--- config.mk ---
export PLATFORM = sky130hd
export DESIGN_NAME = fsm_counter_ctrl
export DESIGN_NICKNAME = d
export VERILOG_FILES = /design/src/rtl/fsm_counter_pkg.sv /design/src/rtl/fsm_counter_core.sv /design/src/rtl/fsm_counter_ctrl.sv
export SDC_FILE = /design/constraint.sdc
export NUM_CORES = 1
export LEC_CHECK = 0
export ABC_CLOCK_PERIOD_IN_PS = 5860
export CORE_ASPECT_RATIO = 0.7
export CORE_UTILIZATION = 30
export CTS_CLUSTER_DIAMETER = 60
export CTS_CLUSTER_SIZE = 30
export DETAILED_ROUTE_END_ITERATION = 12
export PLACE_DENSITY = 0.58
export SYNTH_ARGS = -nofsm -noshare
export SYNTH_HDL_FRONTEND = slang
export SYNTH_HIERARCHICAL = 1
export SYNTH_SLANG_ARGS = --single-unit
--- constraint.sdc ---
create_clock -name clk -period 5.86 [get_ports clk]
set_input_delay 0.879 -clock clk [delete_from_list [all_inputs] [get_ports clk]]
set_output_delay 0.879 -clock clk [all_outputs]
set_load 0.01 [all_outputs]
--- src/rtl/fsm_counter_pkg.sv ---
// Shared definitions for the run/pause/abort counter controller.
//   state_t        : 2-bit FSM state encoding (IDLE/RUN/PAUSE/DONE)
//   CNT_WIDTH_DEF  : default width of the count length and running counter
package fsm_counter_pkg;

  localparam int CNT_WIDTH_DEF = 16;

  typedef enum logic [1:0] {
    ST_IDLE  = 2'd0,
    ST_RUN   = 2'd1,
    ST_PAUSE = 2'd2,
    ST_DONE  = 2'd3
  } state_t;

endpackage

--- src/rtl/fsm_counter_core.sv ---
// Counter datapath for fsm_counter_ctrl.
// Holds the terminal value (N-1), the running beat index, and a flag that
// is high when the index has reached the terminal value.
//   clk, reset : clock, asynchronous active-high reset
//   load       : capture num_cnt-1 as terminal value and zero the index
//   inc        : advance the index by one
//   clr        : zero the index (terminal value kept for repeat passes)
//   num_cnt    : count length N (non-zero whenever load is high)
//   cnt        : current beat index
//   last       : cnt equals the terminal value
module fsm_counter_core
  import fsm_counter_pkg::*;
#(
  parameter int CNT_WIDTH = CNT_WIDTH_DEF
) (
  input  logic                 clk,
  input  logic                 reset,
  input  logic                 load,
  input  logic                 inc,
  input  logic                 clr,
  input  logic [CNT_WIDTH-1:0] num_cnt,
  output logic [CNT_WIDTH-1:0] cnt,
  output logic                 last
);

  // N-1 is computed once at load, so the per-cycle compare is a plain
  // equality and N=2^CNT_WIDTH-1 terminates before the index could wrap.
  // A cleared register stands for "no length latched".
  logic [CNT_WIDTH-1:0] term_q;

  always_ff @(posedge clk or posedge reset) begin
    if (reset) begin
      term_q <= '0;
      cnt    <= '0;
    end else if (load) begin
      term_q <= num_cnt - CNT_WIDTH'(1);
      cnt    <= '0;
    end else if (clr) begin
      cnt    <= '0;
    end else if (inc) begin
      cnt    <= cnt + CNT_WIDTH'(1);
    end
  end

  assign last = (cnt == term_q);

endmodule

--- src/rtl/fsm_counter_ctrl.sv ---
// Run/pause/abort counter controller: "do N beats, then signal done".
// Start handshake: i_run is the valid, o_idle is the ready; a start is
// accepted on a rising clk edge where both are high, and i_num_cnt /
// i_repeat are captured on that same edge. i_run while busy is dropped.
//   clk, reset  : clock, asynchronous active-high reset
//   i_run       : start request (sampled in IDLE only)
//   i_num_cnt   : count length N (0 gives a bare DONE pulse)
//   i_repeat    : auto-reload after each pass
//   i_pause     : level; holds the counter in RUN/PAUSE
//   i_abort     : cancels from any non-IDLE state, highest priority
//   o_idle, o_running, o_paused, o_done : state decodes
//   o_tick      : counter advances this cycle
//   o_cnt       : beat index 0..N-1, zero outside RUN/PAUSE
module fsm_counter_ctrl
  import fsm_counter_pkg::*;
#(
  parameter int CNT_WIDTH = CNT_WIDTH_DEF
) (
  input  logic                 clk,
  input  logic                 reset,
  input  logic                 i_run,
  input  logic [CNT_WIDTH-1:0] i_num_cnt,
  input  logic                 i_repeat,
  input  logic                 i_pause,
  input  logic                 i_abort,
  output logic                 o_idle,
  output logic                 o_running,
  output logic                 o_paused,
  output logic                 o_done,
  output logic                 o_tick,
  output logic [CNT_WIDTH-1:0] o_cnt
);

  // state_q is the observation point for external checkers.
  state_t               state_q;
  state_t               state_d;
  logic                 rep_q;
  logic                 rep_we;
  logic                 rep_d;
  logic                 load;
  logic                 inc;
  logic                 clr;
  logic                 tick;
  logic                 last;
  logic [CNT_WIDTH-1:0] cnt;

  fsm_counter_core #(
    .CNT_WIDTH (CNT_WIDTH)
  ) u_core (
    .clk     (clk),
    .reset   (reset),
    .load    (load),
    .inc     (inc),
    .clr     (clr),
    .num_cnt (i_num_cnt),
    .cnt     (cnt),
    .last    (last)
  );

  always_ff @(posedge clk or posedge reset) begin
    if (reset) begin
      state_q <= ST_IDLE;
      rep_q   <= 1'b0;
    end else begin
      state_q <= state_d;
      if (rep_we) rep_q <= rep_d;
    end
  end

  always_comb begin
    state_d = state_q;
    load    = 1'b0;
    inc     = 1'b0;
    clr     = 1'b0;
    tick    = 1'b0;
    rep_we  = 1'b0;
    rep_d   = 1'b0;
    case (state_q)
      ST_IDLE: begin
        if (i_run) begin
          rep_we = 1'b1;
          if (i_num_cnt != '0) begin
            load    = 1'b1;
            rep_d   = i_repeat;
            state_d = ST_RUN;
          end else begin
            // Zero-length start: one DONE pulse, and repeat is forced off
            // so DONE cannot reload a stale length from an earlier run.
            state_d = ST_DONE;
          end
        end
      end
      ST_RUN: begin
        if (i_abort) begin
          clr     = 1'b1;
          state_d = ST_IDLE;
        end else if (i_pause) begin
          state_d = ST_PAUSE;
        end else begin
          tick = 1'b1;
          if (last) begin
            clr     = 1'b1;
            state_d = ST_DONE;
          end else begin
            inc = 1'b1;
          end
        end
      end
      ST_PAUSE: begin
        if (i_abort) begin
          clr     = 1'b1;
          state_d = ST_IDLE;
        end else if (!i_pause) begin
          state_d = ST_RUN;
        end
      end
      ST_DONE: begin
        clr = 1'b1;
        if (!i_abort && rep_q) state_d = ST_RUN;
        else                   state_d = ST_IDLE;
      end
      default: state_d = ST_IDLE;
    endcase
  end

  assign o_idle    = (state_q == ST_IDLE);
  assign o_running = (state_q == ST_RUN);
  assign o_paused  = (state_q == ST_PAUSE);
  assign o_done    = (state_q == ST_DONE);
  // The one output that looks at inputs: the tick drops in the very cycle
  // pause or abort is raised, because the counter does not advance then.
  assign o_tick    = tick;
  assign o_cnt     = (o_running || o_paused) ? cnt : '0;

endmodule

Word-level counts from Yosys, hierarchy flattened --
Index checks and enable logic that the tools add are counted. W data, S select, Z words.
Storage, ports and cells: bits in writable memories 0, memories kept 0, latch bits 0, output and inout port bits 21, logic and storage cells 53, bits in registers 35, input bits 22, bits in read-only memories 0
Cells by class: mux-type cells 33, multiply operators 0, add/sub/neg operators 2, shift operators 0, equal/unequal tests 7, order comparisons 0, reductions and logical operators 7, divide/modulo/power cells 0, bitwise logic cells 0
Operators by type and width (count):
- $mux W16 | 4
- $mux W1 | 20
- $add A16 B1 Y16 const B | 1
- $eq A16 B16 Y1 | 1
- $reduce_bool A16 Y1 | 1
- $sub A16 B1 Y16 const B | 1
- $mux W2 | 7
- $pmux W2 S4 | 1
- $eq A2 B2 Y1 const B | 2
- $ne A4 B3 Y1 const B | 1
- $ne A3 B3 Y1 const B | 1
- $pmux W1 S3 | 1
- $reduce_and A3 Y1 | 1
- $reduce_bool A3 Y1 | 1
- $eq A2 B1 Y1 const B | 1
- $logic_not A2 Y1 | 1
- $ne A2 B2 Y1 const B | 1
- $logic_and A1 B1 Y1 | 1
- $logic_not A1 Y1 | 1
- $logic_or A1 B1 Y1 | 1

Depth between registers and ports, before layout --
Gate-level depths: netlist of run 1.
depth in word-level cells 8, depth in mapped cells 12, mapped depth without buffers 10

Cells and area by module --
The synthesis of run 1 kept the hierarchy.
By module, submodules not included:
- fsm_counter_core | sequential area each 800.8 µm², cells each 194, area an instance 1793.0 µm², instances 1
- fsm_counter_ctrl | sequential area each 75.1 µm², cells each 55, area an instance 431.7 µm², instances 1

Least setup slack after synthesis of run 1 --
No wires, ideal clock.
kind in2reg, start input i_abort, end register u_core.cnt[13], path buffers 0, path slack 3.185 ns, stages on the path 6, arrival 2.598 ns, setup time 0.077 ns, required time 5.783 ns, path through nor3b_2 nor2b_4 nand3_1 or4_4 or3_1 a21oi_1
Between the ends: elaborated cells between the ends (all ways) 8, those cells by class mux: 7; reduce/logical: 1
RTL lines:
- start: declaration | line fsm_counter_ctrl.sv:25 | input logic i_abort,
- $mux W1 | line fsm_counter_ctrl.sv:94 | if (i_abort) begin
- $mux W1 | line fsm_counter_ctrl.sv:78 | case (state_q)
- net inc | line fsm_counter_ctrl.sv:41 | logic inc;
- $reduce_bool A3 Y1 (no line)
- end signal: assignment | line fsm_counter_core.sv:41 | cnt <= cnt + CNT_WIDTH'(1);
- end: declaration | line fsm_counter_core.sv:22 | output logic [CNT_WIDTH-1:0] cnt,
The timed path passes the listed nets, and every way through them passes these cells. A chain may end at the register's enable or synchronous reset.

Worst setup path after layout of run 1 --
start input i_abort, end output o_tick
Between the ends: cells in the longest elaborated chain, start to end 2
Ends and longest elaborated chain:
- $mux W1 | line fsm_counter_ctrl.sv:94
- $mux W1 | line fsm_counter_ctrl.sv:78
- end: declaration | line fsm_counter_ctrl.sv:30 | output logic o_tick,
No other way between the ends.

==> results of run 1 <==
-- layout by cell type (no fill, tap or decap), types with 2 or more instances in the layout --
cell type         n
o21ai_0           5
nor3b_1           2
or4_4             2
xnor2_1          25
dfrtp_1          35
nor2_1           36
nand4_1          11
nor4_1            8
buf_4             2
or3_1             4
nand4b_1          2
clkbuf_8          6
clkdlybuf4s50_1  42
inv_1            10
and2_1           16
nand3_1           6
a21oi_1          24
nor3_1            7
mux2i_1           4
xor2_1           14
nand2_1           9
ha_1              7
-- through the flow --
step	instances	area (sq um)	power, mW
2_1_floorplan	249	2225	0.6213
3_3_place_gp	379	2749	0.7366
3_5_place_dp	379	2749	0.7444
4_1_cts	387	2867	0.9765
5_1_grt	387	2867	1.040
6_report	387	2867	0.9641
-- report_power, final --
part           leakage, nW  internal (mW)  switching [mW]
clock               0.0612          0.138          0.0900
sequential           0.436          0.310          0.0582
combinational        0.608          0.170           0.198
total                 1.10          0.618           0.346
-- flip-flops by register name (all words and copies together), names as in the netlist --
register       cells
u_core/term_q     16
u_core/cnt        16
rep_q              1
state_q            2
-- routing by layer --
| metal | vias to the layer above | part of all wire | wire length [microns] | track usage |
|---|---|---|---|---|
| met4 | 0 | 0.013 | 70 | 0.05164 |
| met3 | 8 | 0.060 | 320 | 0.03506 |
| met2 | 48 | 0.42 | 2266 | 0.2391 |
| li1 | 942 | - | - | - |
| met1 | 883 | 0.51 | 2714 | 0.2112 |
| met5 | - | 0 | 0 | 0 |
-- cell families (layout without fill, tap and decap cells) --
logic type      count (synthesis)  after routing  synth area share
simple gates                  115            115            0.2885
flops                          35             35            0.3937
xor+xnor                       39             39            0.1535
compound gates                 31             31           0.07593
mux                             4              4           0.01800
buf+inv                        18             62           0.03094
fa+ha+maj                       7              7           0.03937
-- how the worst min path moves through the flow --
stage                 startpoint           endpoint  slack [ps]  depth (start not counted)
3_3_place_gp   rep_q$_DFFE_PP0P_  rep_q$_DFFE_PP0P_         480                          2
4_1_cts        rep_q$_DFFE_PP0P_  rep_q$_DFFE_PP0P_         510                          2
5_1_grt        rep_q$_DFFE_PP0P_  rep_q$_DFFE_PP0P_         560                          2
3_5_place_dp   rep_q$_DFFE_PP0P_  rep_q$_DFFE_PP0P_         490                          2
2_1_floorplan  rep_q$_DFFE_PP0P_  rep_q$_DFFE_PP0P_         450                          2
6_report       rep_q$_DFFE_PP0P_  rep_q$_DFFE_PP0P_         500                          2
-- worst reg2reg max path: stages, from the launching register on --
cell     delay (ps)
dfrtp_1         400
inv_1           120
ha_1            220
nor3b_2         240
nor2b_4         310
nand3_1         160
or4_4           580
or3_1           360
a21oi_1         140
-- final cells by class --
| class | instances | share of cell area |
|---|---|---|
| multi-input combinational | 196 | 0.4474 |
| sequential | 35 | 0.3055 |
| timing repair buffer | 44 | 0.1519 |
| tap | 94 | 0.04103 |
| clock buffer | 6 | 0.02881 |
| inverter | 10 | 0.01309 |
| clock inverter | 2 | 0.01222 |
-- synth_stat cells (2+ instances only) --
library cell  number
or4_4              2
and2_1            16
xnor2_1           25
a21oi_1           24
o21ai_0            5
clkbuf_1           7
ha_1               7
inv_1             10
nor4_1             8
nand4_1           11
nand4b_1           2
or3_1              4
nor2_1            37
nor3b_1            2
nor3_1             7
mux2i_1            4
xor2_1            14
dfrtp_1           35
nand3_1            6
nand2_1            9
==> summary.md, run 1 <==
| Metric | Value |
|---|---|
| Synthesized Nets | 278 |
| First-pass GRT wire length | 9170 microns |
| Maxcap violations | 0 |
| Post-synth EDFFs | 0 |
| Setup crit start | i_abort |
| Via density | 4.860 |
| GRT overflow | 0 |
| Highest clock rate | 322.5 MHz |
| Clock root cell | clkbuf_8 |
| Share of post-route cells with drive strength above 1 | 0.06826 |
| CTS Buf Count | 5 |
| Fillcell total | 726 |
| Routed WL | 5371 microns |
| Period minus WS final | 3101 ps |
| Starting Density | 0.3204 |
| Row Count | 25 |
| Setup violations, final | 0 |
| Reg-to-Reg End | u_core/cnt[15]$_DFFE_PP0P_ |
| Delay-heaviest family, CP | buffers and inverters |
| HP Class | flop to flop |
| Primary FF master, synth | dfrtp_1 |
| Die Y | 74.05 microns |
| Crit path capture | o_tick |
| Total core area | 6944 sq um |
| Clock Path Buffers | 2 |
| Vias in the first global route | 1,853 |
| Post-synth top area share | 0.3937 |
| Worst ir drop on vdd | 0.1491 mV |
| Worst Skew | 6.050 ps |
| IO Count | 43 |
| Fin crit share | 0.5292 |
| Number of DRC markers in iteration 0 | 93 |
| RSZ-0062 raised after global routing | false |
| Initial antenna violation count | 0 |
| Post-CTS Resized | 0 |
| # port buffers | 42 |
| Relative slew slack | 0.2403 |
| Post-CTS setup buffers | 0 |
| # diodes | 0 |
| Synthesized area | 2225 sq um |
| PwrDens | 336.3 nW/um^2 |
| Post-layout util | 0.4128 |
| Die X | 104.9 microns |
| CP max stage cell | clkdlybuf4s50_1 |
| Worst R2R Setup Slack | 3260 ps |
| Place WS | 2588 ps |
| Clock tree sinks | 35 |
| Largest net degree at the start of global routing | 36 |
| Worst-Skew Late Latency | 290 ps |
| Share of flip-flops with an asynchronous set or reset | 1.000 |
| Sum of buffers and inverters on the critical path | 2 |
| Crit. End Element | primary output |
| Register cell area after layout | 875.8 sq um |
| Measured slew at the worst slew-check pin | 1129 ps |
| Crit path max fanout | 5 |
| Worst-path clk slew | 70 ps |
| Top cell type by total area after synthesis | dfrtp_1 |
| Slew Viols, Final | 0 |
| Req. time, crit path | 4980 ps |
| Launch point of the worst reg-to-reg path | state_q[1]$_DFFE_PP0P_ |
| Status | completed |
| Crit path kind | input pin to primary output |
| Crit-path max cell delay | 570 ps |
| Distinct cell type count after synthesis | 34 |
| CP arrival | 2220 ps |
| Number of hold buffers added after cts | 0 |
| Startpoint Class | input pin |
| Hold_ws | 504.2 ps |
| Gr usage total | 0.1530 |
| Final Hold Fails | 0 |
| R2r worst-path depth | 8 |
| Die Area | 7769 sq um |
| Layout Nets | 321 |
| H-tree depth | 2 |
| Seq/Total Area, Yosys | 0.3937 |
| Drt pass-1 iters | 4 |
| Post-synthesis average cell area | 8.934 sq um |
| Avg WL per Cell | 13.88 microns |
| LEAKAGE | 1.105 nW |
| Vias post-DR | 1,881 |
| Residual DRC | 0 |
| HPWL after detailed placement | 4005 microns |
| Setup TNS | 0 ps |
| Synth top area cells | dfrtp_1 39%, xnor2_1 9.8%, nor2_1 6.2% |
| Worst Slack Setup Final | 2759 ps |
| Stages on worst setup path | 3 |
| Syn Inst Count | 249 |
| Cell Chain, Critical Path | clkdlybuf4s50_1, nor3b_2, clkdlybuf4s50_1 |
| CTS tree | done |
| Antenna viol nets, final | 0 |
| Multi-input logic area | 1282 sq um |
| Top cell by count, worst path | clkdlybuf4s50_1 |
| Number of synthesized register bits | 35 |
| Final GP Congestion | 0.8067 |
| P&R area growth vs syn | 28.85% |
| Synthesis Warnings | 6 |
(Power assumes the default switching activity.)
==> run 2: changes to the inputs <==
--- a/config.mk
+++ b/config.mk
@@ -5,13 +5,13 @@
 export SDC_FILE = /design/constraint.sdc
 export NUM_CORES = 1
 export LEC_CHECK = 0
-export ABC_CLOCK_PERIOD_IN_PS = 5860
+export ABC_CLOCK_PERIOD_IN_PS = 2500
 export CORE_ASPECT_RATIO = 0.7
 export CORE_UTILIZATION = 30
 export CTS_CLUSTER_DIAMETER = 60
 export CTS_CLUSTER_SIZE = 30
 export DETAILED_ROUTE_END_ITERATION = 12
-export PLACE_DENSITY = 0.58
+export PLACE_DENSITY = 0.6
 export SYNTH_ARGS = -nofsm -noshare
 export SYNTH_HDL_FRONTEND = slang
 export SYNTH_HIERARCHICAL = 1
==> constraint.sdc (replaced) <==
create_clock -name clk -period 2.5 [get_ports clk]
set_input_delay 0.375 -clock clk [delete_from_list [all_inputs] [get_ports clk]]
set_output_delay 0.375 -clock clk [all_outputs]
set_load 0.01 [all_outputs]
==> run 2 against run 1 <==
Effect of this change: clock skew is essentially flat; cell area is 5.3% higher; sequential share of layout area decreased by 1.5 points; worst hold slack worse by 210 ps; utilization increased by 2.2 points; non-clock buffer count up 21; final cell count up 5.4%; clock power increased by 86%; register-to-register slack worse by 3200 ps; sequential power rose by 130%; combinational power increased by 150%; total power up 130%.
==> summary.md, run 2 (same netlist as run 1, synthesis figures left out) <==
| Metric | Value |
|---|---|
| PwrDens | 723.6 nW/um^2 |
| Starting Density | 0.3204 |
| Slew Viols, Final | 0 |
| Maxcap violations | 0 |
| Final Hold Fails | 0 |
| Final GP Congestion | 0.7797 |
| Worst Slack Setup Final | 81.97 ps |
| Residual DRC | 0 |
| Initial antenna violation count | 0 |
| Cell count after placement | 400 |
| Vias in the first global route | 1,915 |
| Logic pwr share | 0.417 |
| Net Switching | 793.7 uW |
| Measured slew at the worst slew-check pin | 779.6 ps |
| Cell Count, Final, Fillers Out | 408 |
| Commonest non-fill, non-tap cells in the layout | 42 x clkdlybuf4s50_1, 36 x nor2_1, 35 x dfrtp_1, 25 x xnor2_1, 24 x a21oi_1 |
| Setup crit start | state_q[0]$_DFFE_PP0P_ |
| HPWL after detailed placement | 4110 microns |
| First-pass GRT wire length | 9170 microns |
| Die Y | 74.05 microns |
| Clock root cell | clkbuf_8 |
| Crit. End Element | primary output |
| # port buffers | 42 |
| Antenna viol nets, final | 0 |
| Share of post-route cells with drive strength above 1 | 0.1338 |
| Worst-path clk slew | 70 ps |
| Status | completed |
| Row Count | 25 |
| # diodes | 0 |
| Highest clock rate | 413.6 MHz |
| Layout Nets | 342 |
| Clock tree sinks | 35 |
| Crit path max fanout | 16 |
| Worst Skew | 6.305 ps |
| Most common cell after layout, fill and taps aside | clkdlybuf4s50_1 |
| Avg WL per Cell | 12.85 microns |
| Clock Path Buffers | 2 |
| Die X | 104.9 microns |
| Placement Cell Area | 2913 sq um |
| Largest net degree at the start of global routing | 34 |
| Place WS | -21.28 ps |
| Number of hold buffers added after cts | 0 |
| Post-CTS Resized | 0 |
| Setup violations, final | 0 |
| LEAKAGE | 1.201 nW |
| Final Cell Area | 3019 sq um |
| Period minus WS final | 2418 ps |
| Clock power share | 0.194 |
| Startpoint Class | flop |
| P&R area growth vs syn | 35.71% |
| Drt pass-1 iters | 4 |
| Regs by FF count | u_core/cnt x16, u_core/term_q x16, state_q x2 |
| Total core area | 6944 sq um |
| Relative slew slack | 0.4792 |
| H-tree depth | 2 |
| CTS tree | done |
| Flop pwr share | 0.389 |
| Req. time, crit path | 2120 ps |
| Worst ir drop on vdd | 0.3258 mV |
| Total power | 2.185 mW |
| HP Class | input pin to asynchronous set/reset pin |
| RSZ-0062 raised after global routing | true |
| Internal power | 1.391 mW |
| CP arrival | 2040 ps |
| Switch share | 0.3633 |
| Crit path kind | flop to primary output |
| Number of DRC markers in iteration 0 | 108 |
| Routed WL | 5242 microns |
| Via density | 4.713 |
| GRT overflow | 0 |
| Gr usage total | 0.1482 |
| Worst-Skew Late Latency | 280 ps |
| CTS Buf Count | 5 |
| Post-CTS setup buffers | 0 |
| Fin crit share | 0.9672 |
| Vias post-DR | 1,923 |
| Post-layout util | 0.4348 |
| IO Count | 43 |
| Die Area | 7769 sq um |
| Launch point of the worst reg-to-reg path | state_q[1]$_DFFE_PP0P_ |
-- run 2: worst max-delay path, stage by stage, from the launching register on --
cell,delay (ps)
dfrtp_1,400
inv_1,110
ha_1,510
and2_1,200
clkdlybuf4s50_1,540
-- run 2: metal layers --
layer	track usage	vias up	part of all wire
met3	0.03418	5	0.051
met2	0.2318	48	0.41
li1	-	981	-
met5	0	-	0
met4	0.03756	0	0.0069
met1	0.2088	889	0.53
-- run 2: cell type report --
class / count / area (sq um)
Clock buffer: 7 / 86.33
Clock inverter: 1 / 8.758
Fill cell: 723 / 3925
Inverter: 10 / 37.54
Multi-Input combinational cell: 196 / 1300
Sequential cell: 35 / 875.8
Tap cell: 94 / 117.6
Timing Repair Buffer: 65 / 593.1
-- run 2: path summary, 6_finish.rpt --
check                                                   to  slack, ps  depth (start not counted)
worst max-delay path                              o_cnt[6]         80                          4
min in group clk                         rep_q$_DFFE_PP0P_        500                          2
max in group asynchronous       u_core/cnt[15]$_DFFE_PP0P_       1680                          3
worst max register to register  u_core/cnt[15]$_DFFE_PP0P_        110                          8
worst min-delay path                     rep_q$_DFFE_PP0P_        290                          2
worst min register to register           rep_q$_DFFE_PP0P_        500                          2
-- run 2: stage by stage --
| step | TNS (ps) | hold WS [ps] |
|---|---|---|
| 6_report | 0 | 294.2 |
| 5_1_grt | -994.6 | 315.8 |
| 4_1_cts | 0 | 295.5 |
| 3_5_place_dp | -38.83 | 488.4 |
| 3_3_place_gp | 0 | 480.0 |
| 2_1_floorplan | 0 | 128.6 |
-- run 2: power groups by stage --
stage	Combinational [mW]	Clock [mW]	Sequential, mW
finish	0.911	0.423	0.850
global placement	0.903	0	0.859
detailed placement	0.911	0	0.863
global route	1.03	0.462	0.869
CTS	0.916	0.438	0.853
floorplan	0.629	0	0.834
==> run 3: changes to the inputs <==
--- a/config.mk
+++ b/config.mk
@@ -12,6 +12,7 @@
 export CTS_CLUSTER_SIZE = 30
 export DETAILED_ROUTE_END_ITERATION = 12
 export PLACE_DENSITY = 0.6
+export RECOVER_POWER = 100
 export SYNTH_ARGS = -nofsm -noshare
 export SYNTH_HDL_FRONTEND = slang
 export SYNTH_HIERARCHICAL = 1
==> run 3 against run 2 <==
Effect of this change: highest routed layer unchanged; non-clock buffer count unchanged; utilization down 0.32 points; register-to-register slack about the same.
==> summary.md, run 3 (same netlist as run 1, synthesis figures left out) <==
| Metric | Value |
|---|---|
| Most common cell after layout, fill and taps aside | nor2_1 |
| Register cell area after layout | 875.8 sq um |
| IO Count | 43 |
| Final GP Congestion | 0.7797 |
| Die Area | 7769 sq um |
| HPWL after detailed placement | 4110 microns |
| PwrDens | 721.1 nW/um^2 |
| Regs by FF count | u_core/cnt x16, u_core/term_q x16, state_q x2 |
| Period minus WS final | 2428 ps |
| Post-CTS setup buffers | 0 |
| Fillcell total | 728 |
| Crit path kind | flop to primary output |
| Highest clock rate | 411.9 MHz |
| Worst Skew | 7.478 ps |
| Total core area | 6944 sq um |
| Slew Viols, Final | 0 |
| Die Y | 74.05 microns |
| GRT overflow | 0 |
| Number of DRC markers in iteration 0 | 87 |
| Worst-Skew Late Latency | 280 ps |
| R2r worst-path depth | 8 |
| Setup TNS | 0 ps |
| Residual DRC | 0 |
| Fin crit share | 0.9711 |
| Maxcap violations | 0 |
| Place WS | -21.28 ps |
| Row Count | 25 |
| Status | completed |
| Crit path max fanout | 16 |
| P&R area growth vs syn | 34.70% |
| Worst-path clk slew | 70 ps |
| H-tree depth | 2 |
| Vias in the first global route | 1,915 |
| Final Hold Fails | 0 |
| Die X | 104.9 microns |
| CP arrival | 2050 ps |
| Avg WL per Cell | 12.88 microns |
| Starting Density | 0.3204 |
| Share of post-route cells with drive strength above 1 | 0.1242 |
| HP Class | input pin to asynchronous set/reset pin |
| Worst ir drop on vdd | 0.3065 mV |
| First-pass GRT wire length | 9170 microns |
| # port buffers | 42 |
| Gr usage total | 0.1482 |
| Routed WL | 5254 microns |
| Clock tree sinks | 35 |
| Layout Nets | 342 |
| Relative slew slack | 0.4781 |
| Measured slew at the worst slew-check pin | 781.1 ps |
| RSZ-0062 raised after global routing | true |
| CTS tree | done |
| LEAKAGE | 1.208 nW |
| CTS Buf Count | 5 |
| Worst Slack Setup Final | 72.13 ps |
| Largest net degree at the start of global routing | 34 |
| Crit. End Element | primary output |
| Vias post-DR | 1,917 |
| Clock Path Buffers | 2 |
| Drt pass-1 iters | 4 |
| Via density | 4.699 |
| Initial antenna violation count | 0 |
| # diodes | 0 |
| Req. time, crit path | 2120 ps |
| Clock root cell | clkbuf_8 |
| Setup violations, final | 0 |
| Startpoint Class | flop |
| Antenna viol nets, final | 0 |
| Commonest non-fill, non-tap cells in the layout | 37 x nor2_1, 36 x clkdlybuf4s50_1, 35 x dfrtp_1, 25 x xnor2_1, 24 x a21oi_1 |
| Multi-input logic area | 1285 sq um |
-- run 3: critical path, cell delays in order (launching register included) --
cell and delay [ps]:
dfrtp_1 400, inv_1 110, ha_1 510, and2_1 200
clkdlybuf4s50_1 550
-- run 3: area by class of cell --
type | instances | area share
inverter | 10 | 0.01253
sequential | 35 | 0.2923
timing repair buffer | 65 | 0.1954
tap | 94 | 0.03925
clock buffer | 7 | 0.02881
clock inverter | 1 | 0.002923
multi-input combinational | 196 | 0.4288
-- run 3: stage by stage --
stage | util | hold WS, ps | power (mW) | cell area (sq um) | cells
finish | 0.4315 | 420.7 | 2.161 | 2997 | 408
global route | 0.4315 | 441.7 | 2.333 | 2997 | 408
detailed placement | 0.4195 | 488.4 | 1.774 | 2913 | 400
CTS | 0.4332 | 295.5 | 2.207 | 3008 | 408
floorplan | - | 128.6 | 1.463 | 2231 | 249
global placement | 0.4195 | 480.0 | 1.763 | 2913 | 400
-- run 3: what timing repair did --
item	4_1_cts	5_1_grt
gates resized for setup	0	3
setup endpoints to repair	0	31
hold buffers	0	0
-- run 3: worst paths after layout --
path,start,endpoint,slack [ps]
hold reg to reg,rep_q$_DFFE_PP0P_,rep_q$_DFFE_PP0P_,490
max in group asynchronous,reset,u_core/cnt[15]$_DFFE_PP0P_,1210
setup reg to reg,state_q[1]$_DFFE_PP0P_,u_core/cnt[15]$_DFFE_PP0P_,110
min in group clk,rep_q$_DFFE_PP0P_,rep_q$_DFFE_PP0P_,490
setup / recovery,state_q[0]$_DFFE_PP0P_,o_cnt[5],70
hold / removal,reset,rep_q$_DFFE_PP0P_,420
-- run 3: layer usage --
metal,vias to the layer above,share of wire,global-route usage
met2,39,0.41,0.2318
met5,-,0,0
met3,5,0.051,0.03418
met1,891,0.53,0.2088
li1,982,-,-
met4,0,0.0069,0.03756
-- run 3: report_power, final --
part,internal [mW],leakage [nW],switching [mW]
Combinational,0.420,0.724,0.467
Sequential,0.728,0.436,0.123
Clock,0.225,0.0484,0.198
